$ cat src/rtl/rapid_muldiv_sequencer.sv
`default_nettype none
// rapid_muldiv_sequencer -- iterative RV32M multiply/divide unit, one bit per cycle.
// Revision 1.0
module rapid_muldiv_sequencer #(
  parameter int XLEN = 32
) (
  input  logic            i_clk,
  input  logic            i_rst_n,
  input  logic            i_flush,
  input  logic            i_valid,
  output logic            o_ready,
  input  logic [2:0]      i_funct3,
  input  logic [XLEN-1:0] i_rs1,
  input  logic [XLEN-1:0] i_rs2,
  input  logic [4:0]      i_rd,
  output logic            o_busy,
  output logic            o_valid,
  input  logic            i_ready,
  output logic [XLEN-1:0] o_result,
  output logic [4:0]      o_rd
);

  localparam int                c_cnt_w    = $clog2(XLEN);
  localparam logic [c_cnt_w-1:0] c_cnt_last = c_cnt_w'(XLEN - 1);
  localparam logic [2:0] c_f_mul    = 3'd0;
  localparam logic [2:0] c_f_mulh   = 3'd1;
  localparam logic [2:0] c_f_mulhsu = 3'd2;
  localparam logic [2:0] c_f_div    = 3'd4;
  localparam logic [2:0] c_f_rem    = 3'd6;

  typedef enum logic [1:0] {
    S_IDLE = 2'd0,
    S_CALC = 2'd1,
    S_DONE = 2'd2
  } state_t;

  state_t             state_q;
  logic [2:0]         funct3_q;
  logic [4:0]         rd_q;
  logic               neg_q;
  logic [XLEN-1:0]    acc_q;
  logic [XLEN-1:0]    lo_q;
  logic [XLEN-1:0]    opb_q;
  logic [c_cnt_w-1:0] cnt_q;
  logic               valid_q;
  logic [XLEN-1:0]    result_q;

  // Issue-side decode: operand magnitudes, result sign and early-exit cases
  logic            w_is_div;
  logic            w_a_neg;
  logic            w_b_neg;
  logic [XLEN-1:0] w_a_mag;
  logic [XLEN-1:0] w_b_mag;
  logic            w_res_neg;
  logic            w_div_zero;
  logic            w_ovf;
  logic [XLEN-1:0] w_special_res;

  always_comb begin
    w_is_div   = i_funct3[2];
    w_a_neg    = i_rs1[XLEN-1] & ((i_funct3 == c_f_mulh) | (i_funct3 == c_f_mulhsu) |
                                  (i_funct3 == c_f_div)  | (i_funct3 == c_f_rem));
    w_b_neg    = i_rs2[XLEN-1] & ((i_funct3 == c_f_mulh) | (i_funct3 == c_f_div) |
                                  (i_funct3 == c_f_rem));
    w_a_mag    = w_a_neg ? -i_rs1 : i_rs1;
    w_b_mag    = w_b_neg ? -i_rs2 : i_rs2;
    w_res_neg  = (i_funct3 == c_f_rem) ? w_a_neg : (w_a_neg ^ w_b_neg);
    w_div_zero = w_is_div && (i_rs2 == '0);
    w_ovf      = ((i_funct3 == c_f_div) || (i_funct3 == c_f_rem)) &&
                 (i_rs1 == {1'b1, {(XLEN-1){1'b0}}}) && (i_rs2 == {XLEN{1'b1}});
    w_special_res = '0;
    if (w_div_zero)
      w_special_res = i_funct3[1] ? i_rs1 : {XLEN{1'b1}};
    else if (w_ovf)
      w_special_res = (i_funct3 == c_f_div) ? {1'b1, {(XLEN-1){1'b0}}} : '0;
  end

  // One iteration step; lo_q holds the multiplier (mul) or the dividend/quotient (div)
  logic [XLEN:0]     w_mul_sum;
  logic [XLEN:0]     w_div_shift;
  logic [XLEN:0]     w_div_diff;
  logic [XLEN-1:0]   w_acc_nx;
  logic [XLEN-1:0]   w_lo_nx;
  logic [2*XLEN-1:0] w_prod_fix;
  logic [XLEN-1:0]   w_div_res;
  logic [XLEN-1:0]   w_final;

  always_comb begin
    w_mul_sum   = {1'b0, acc_q} + (lo_q[0] ? {1'b0, opb_q} : '0);
    w_div_shift = {acc_q, lo_q[XLEN-1]};
    w_div_diff  = w_div_shift - {1'b0, opb_q};
    if (funct3_q[2]) begin
      w_acc_nx = w_div_diff[XLEN] ? w_div_shift[XLEN-1:0] : w_div_diff[XLEN-1:0];
      w_lo_nx  = {lo_q[XLEN-2:0], ~w_div_diff[XLEN]};
    end else begin
      w_acc_nx = w_mul_sum[XLEN:1];
      w_lo_nx  = {w_mul_sum[0], lo_q[XLEN-1:1]};
    end
    w_prod_fix = neg_q ? -{w_acc_nx, w_lo_nx} : {w_acc_nx, w_lo_nx};
    w_div_res  = funct3_q[1] ? w_acc_nx : w_lo_nx;
    if (funct3_q[2])
      w_final = neg_q ? -w_div_res : w_div_res;
    else if (funct3_q == c_f_mul)
      w_final = w_prod_fix[XLEN-1:0];
    else
      w_final = w_prod_fix[2*XLEN-1:XLEN];
  end

  always_ff @(posedge i_clk or negedge i_rst_n) begin
    if (!i_rst_n) begin
      state_q  <= S_IDLE;
      funct3_q <= '0;
      rd_q     <= '0;
      neg_q    <= 1'b0;
      acc_q    <= '0;
      lo_q     <= '0;
      opb_q    <= '0;
      cnt_q    <= '0;
      valid_q  <= 1'b0;
      result_q <= '0;
    end else if (i_flush) begin
      state_q <= S_IDLE;
      valid_q <= 1'b0;
      cnt_q   <= '0;
    end else begin
      case (state_q)
        S_IDLE: begin
          if (i_valid) begin
            funct3_q <= i_funct3;
            rd_q     <= i_rd;
            neg_q    <= w_res_neg;
            acc_q    <= '0;
            lo_q     <= w_is_div ? w_a_mag : w_b_mag;
            opb_q    <= w_is_div ? w_b_mag : w_a_mag;
            cnt_q    <= '0;
            if (w_div_zero || w_ovf) begin
              result_q <= w_special_res;
              valid_q  <= 1'b1;
              state_q  <= S_DONE;
            end else begin
              state_q <= S_CALC;
            end
          end
        end
        S_CALC: begin
          acc_q <= w_acc_nx;
          lo_q  <= w_lo_nx;
          cnt_q <= cnt_q + c_cnt_w'(1);
          if (cnt_q == c_cnt_last) begin
            result_q <= w_final;
            valid_q  <= 1'b1;
            state_q  <= S_DONE;
          end
        end
        S_DONE: begin
          if (i_ready) begin
            valid_q <= 1'b0;
            state_q <= S_IDLE;
          end
        end
        default: begin
          state_q <= S_IDLE;
          valid_q <= 1'b0;
        end
      endcase
    end
  end

  assign o_busy   = (state_q != S_IDLE);
  assign o_ready  = (state_q == S_IDLE);
  assign o_valid  = valid_q;
  assign o_result = result_q;
  assign o_rd     = rd_q;

endmodule
`default_nettype wire

$ cat config.mk
export PLATFORM = sky130hd
export DESIGN_NAME = rapid_muldiv_sequencer
export DESIGN_NICKNAME = d
export VERILOG_FILES = /design/src/rtl/rapid_muldiv_sequencer.sv
export SDC_FILE = /design/constraint.sdc
export NUM_CORES = 1
export LEC_CHECK = 0
export CAP_MARGIN = 10
export CELL_PAD_IN_SITES_DETAIL_PLACEMENT = 1
export CELL_PAD_IN_SITES_GLOBAL_PLACEMENT = 1
export CORE_ASPECT_RATIO = 0.8
export CORE_MARGIN = 5
export CORE_UTILIZATION = 45
export DETAILED_ROUTE_END_ITERATION = 10
export GPL_TIMING_DRIVEN = 1
export PLACE_DENSITY = 0.82
export SLEW_MARGIN = 20
export SYNTH_ARGS = -nofsm -noshare
export SYNTH_HDL_FRONTEND = slang
export SYNTH_SLANG_ARGS = --single-unit
$ cat constraint.sdc
create_clock -name i_clk -period 7.1 [get_ports i_clk]
set_input_delay 1.775 -clock i_clk [delete_from_list [all_inputs] [get_ports i_clk]]
set_output_delay 1.775 -clock i_clk [all_outputs]
set_load 0.02 [all_outputs]
==> impl_metrics.py <==
metrics = {
    "outcome": {
        "run_status": "finished, final reports clean",
    },
    "clock_network": {
        "clockBufferDepth": 2,
        "ctsHoldBuffers": 0,
        "cts-buffers-inserted": 17,
        "cts_sinks": 145,
        "clkLatencyLatePin_ps": 490,
        "ctsResizeCount": 0,
        "clock-root-buffer": "sky130_fd_sc_hd__clkbuf_16",
        "cts_tree": "yes",
        "htreeDepth": 4,
        "postCtsSetupRepairBufs": 0,
        "clk_pin_slew_ps": 80,
    },
    "sta": {
        "tightestPinTransition_ps": 1219,
        "setup_repair_after_global_routing_missed_its_margin": "no",
        "setup_failing_eps_final": 0,
        "finalHoldViolCount": 0,
        "finalCritPeriodShare_pct": 96.67,
        "fin_worst_skew_ps": 20.49,
        "timing.final.max_slew_violations": 0,
        "post-route-min-period_ps": 6864,
        "timing.fmax_mhz": 145.7,
        "timing.setup.tns_ps": 0,
        "timing.slew.headroom_pct": 18.38,
    },
    "die": {
        "die_area_sq_um": 44460,
        "core_region_area_sq_um": 39610,
        "number_of_rows_in_the_core_area": 65,
        "dieHeight_microns": 189.6,
        "floorplan.initialDensity_pct": 45.81,
        "die_width_microns": 234.5,
        "num_io_pins": 117,
    },
    "synthesis": {
        "synth-warning-count": 0,
        "synth_cell_type_count": 100,
        "synthesis.area_per_instance_sq_um": 7.130,
        "netlist_area_sq_um": 18140,
        "yosys_register_bits": 145,
        "synth_seq_area_share_pct": 20.00,
        "postSynth.topFlopCell": "sky130_fd_sc_hd__dfrtp_1",
        "synth_edf_count": 0,
        "netlist_instances": 2545,
        "synth_top_area_cell": "sky130_fd_sc_hd__dfrtp_1",
        "postSynthNetCount": 2695,
        "netlist.area_leader.share_pct": 20.00,
        "asyncSetResetFlopFracSynth_pct": 100.0,
        "netlist_top_cells_area": "sky130_fd_sc_hd__dfrtp_1, sky130_fd_sc_hd__o21ai_0, sky130_fd_sc_hd__nand2_1",
    },
    "worst_setup_path": {
        "r2r-start": "lo_q[31]",
        "worst-r2r-setup-slack_ps": 240,
        "path_class": "reg -> reg",
        "critical_path.startpoint_type": "flop",
        "element_type_at_the_critical_path_end": "flop",
        "critical_path_required_ps": 7440,
        "cp_max_fo": 28,
        "worst-endpoint-arrival_ps": 7210,
        "rr_worst_depth": 18,
        "r2r_end": "o_result[21]",
    },
    "place": {
        "post-place-cells": 3069,
        "hpwl_microns": 74180,
        "port-buffer-count": 116,
        "gpl.final_weighted_congestion": 0.9801,
    },
    "final_layout": {
        "insertedDiodeCount": 0,
        "layout.cells.non_filler": 3101,
        "design.final.nets": 2702,
        "syn2layout_area_growth_pct": 11.20,
        "drive_above_1_share_pct": 6.823,
    },
    "route": {
        "route.detailed.drc": 0,
        "dr_wl_cell_microns": 30.19,
        "wire_length_on_met3_microns": 10750,
        "dr.first_iter.drc_count": 2527,
        "drt-pass1-iter-count": 6,
        "overall_via_count_from_detail_route": 21420,
        "routed_via_density": 6.906,
        "postRouteWirelength_microns": 93630,
        "detail-route-antenna-nets": 0,
        "route.met2.wl_microns": 39100,
        "wl_met1_microns": 39980,
        "top_layer": "met5",
    },
    "global_route": {
        "first_global_vias": 20880,
        "largest_net_degree_at_the_start_of_global_routing": 115,
        "grt_pass1_wl_microns": 137400,
        "globalRoute.totalOverflow": 0,
        "track_usage_pct": 41.04,
        "number_of_antenna_violations_at_the_first_check_in_global_routing": 1,
    },
    "hold_path": {
        "min_path_cells": 2,
        "kind_of_path_behind_the_tightest_hold_check": "reg -> reg",
        "min_delay_endpoint": "o_valid",
        "hp-start": "o_valid",
    },
    "job": {
        "cap_viol_max_count": 0,
    },
    "power": {
        "peakVddDrop_v": 0.0002566,
        "powerDensity_nw_per_um2": 532.4,
        "leakagePower_nw": 8.016,
    },
}
==> registers in the layout, indices dropped and copies added (netlist names) <==
register  count
acc_q        32
cnt_q         5
funct3_q      3
lo_q         32
neg_q         1
o_rd          5
o_result     32
o_valid       1
opb_q        32
state_q       2
==> worst max path at each step <==
stage | endpoint | slack, ps | cells past startpoint | startpoint
floorplan | o_result[30] | 1320 | 26 | lo_q[31]
global placement | o_result[27] | 640 | 18 | lo_q[31]
detailed placement | o_result[27] | 560 | 18 | lo_q[31]
CTS | o_result[27] | 510 | 18 | lo_q[31]
global route | o_result[27] | 100 | 18 | lo_q[31]
finish | o_result[21] | 240 | 18 | lo_q[31]
==> synth_stat cells, types with 31 or more instances <==
| library cell | n |
|---|---|
| sky130_fd_sc_hd__buf_2 | 31 |
| sky130_fd_sc_hd__o21ai_0 | 256 |
| sky130_fd_sc_hd__a21o_1 | 35 |
| sky130_fd_sc_hd__nand2_1 | 313 |
| sky130_fd_sc_hd__xor2_1 | 68 |
| sky130_fd_sc_hd__o211ai_1 | 38 |
| sky130_fd_sc_hd__ha_1 | 71 |
| sky130_fd_sc_hd__dfrtp_1 | 145 |
| sky130_fd_sc_hd__nor2_1 | 238 |
| sky130_fd_sc_hd__a31oi_1 | 46 |
| sky130_fd_sc_hd__inv_1 | 67 |
| sky130_fd_sc_hd__a211oi_1 | 35 |
| sky130_fd_sc_hd__a21oi_1 | 227 |
| sky130_fd_sc_hd__nand4_1 | 40 |
| sky130_fd_sc_hd__nand3_1 | 59 |
| sky130_fd_sc_hd__xnor2_1 | 91 |
| sky130_fd_sc_hd__nor3_1 | 68 |
| sky130_fd_sc_hd__clkbuf_1 | 114 |
| sky130_fd_sc_hd__mux2i_1 | 58 |
| sky130_fd_sc_hd__and2_1 | 49 |
==> worst max-delay path, stage by stage, from the launching register on <==
cell	delay, ps
sky130_fd_sc_hd__dfrtp_1	470
sky130_fd_sc_hd__inv_1	190
sky130_fd_sc_hd__ha_1	190
sky130_fd_sc_hd__inv_1	50
sky130_fd_sc_hd__fa_1	430
sky130_fd_sc_hd__a211oi_2	310
sky130_fd_sc_hd__o211ai_2	120
sky130_fd_sc_hd__a21oi_2	340
sky130_fd_sc_hd__a211o_1	430
sky130_fd_sc_hd__a21oi_4	310
sky130_fd_sc_hd__nor2_2	630
sky130_fd_sc_hd__buf_4	400
sky130_fd_sc_hd__mux2i_1	690
sky130_fd_sc_hd__a32o_1	490
sky130_fd_sc_hd__nand3_1	430
sky130_fd_sc_hd__o41ai_1	530
sky130_fd_sc_hd__xnor2_1	180
sky130_fd_sc_hd__a211oi_1	360
sky130_fd_sc_hd__o31ai_1	120
==> per-stage QoR <==
stage               total power, W  area, sq um  setup WS [ps]  utilization [%]  hold WS [ps]
floorplan                 0.006619        18140           1324                -         463.9
global placement          0.009283        19630          639.3            49.57         464.2
detailed placement        0.009460        19630          560.9            49.57         470.7
CTS                        0.01039        20170          514.1            50.93         493.7
global route               0.01120        20180          97.54            50.94         518.8
finish                     0.01074        20180          236.5            50.94         488.9
==> layout make-up <==
| class | count | area (sq um) |
|---|---|---|
| Fill cell | 5108 | 19430 |
| Multi-Input combinational cell | 2159 | 13560 |
| Sequential cell | 145 | 3635 |
| Timing Repair Buffer | 162 | 1521 |
| Tap cell | 536 | 670.6 |
| Clock buffer | 19 | 432.9 |
| Inverter | 67 | 251.5 |
| Clock inverter | 13 | 105.1 |
==> logic make-up (layout without fill, tap and decap cells) <==
logic type	Yosys count	after routing	share of synthesized area, %
xor gates and xnor gates	159	159	7.675
DFF	145	145	20.00
muxes	84	84	4.937
adders and majority gates	73	73	5.117
buffers and inverters	241	261	5.406
and+or+nand+nor	945	945	24.94
AOI/OAI and AO/OA	898	898	31.93
==> power breakdown <==
part           switching, W  total (W)  leakage [nW]  internal (W)
combinational       0.00553    0.00817          5.91       0.00264
clock              0.000441   0.000894         0.257      0.000453
sequential         0.000525    0.00168          1.85       0.00115
total               0.00650     0.0107          8.02       0.00425
==> routing by layer <==
layer	vias up	track usage, %
met5	-	0
met4	2	14.77
met3	188	13.71
met2	1184	59.22
met1	10630	57.19
li1	9408	-
==> cells in the final DEF, fill, tap and decap left out, types with 38 or more instances in the layout <==
cell type | netlist | final
sky130_fd_sc_hd__xnor2_1 | 91 | 91
sky130_fd_sc_hd__dfrtp_1 | 145 | 142
sky130_fd_sc_hd__clkdlybuf4s50_1 | 0 | 114
sky130_fd_sc_hd__nor2_1 | 238 | 236
sky130_fd_sc_hd__nand4_1 | 40 | 40
sky130_fd_sc_hd__o211ai_1 | 38 | 38
sky130_fd_sc_hd__nor3_1 | 68 | 67
sky130_fd_sc_hd__nand2_1 | 313 | 313
sky130_fd_sc_hd__nand3_1 | 59 | 59
sky130_fd_sc_hd__a21oi_1 | 227 | 227
sky130_fd_sc_hd__ha_1 | 71 | 71
sky130_fd_sc_hd__buf_4 | 6 | 45
sky130_fd_sc_hd__o21ai_0 | 256 | 256
sky130_fd_sc_hd__xor2_1 | 68 | 68
sky130_fd_sc_hd__a31oi_1 | 46 | 46
sky130_fd_sc_hd__and2_1 | 49 | 49
sky130_fd_sc_hd__mux2i_1 | 58 | 58
sky130_fd_sc_hd__inv_1 | 67 | 66
(Power assumes the default switching activity.)
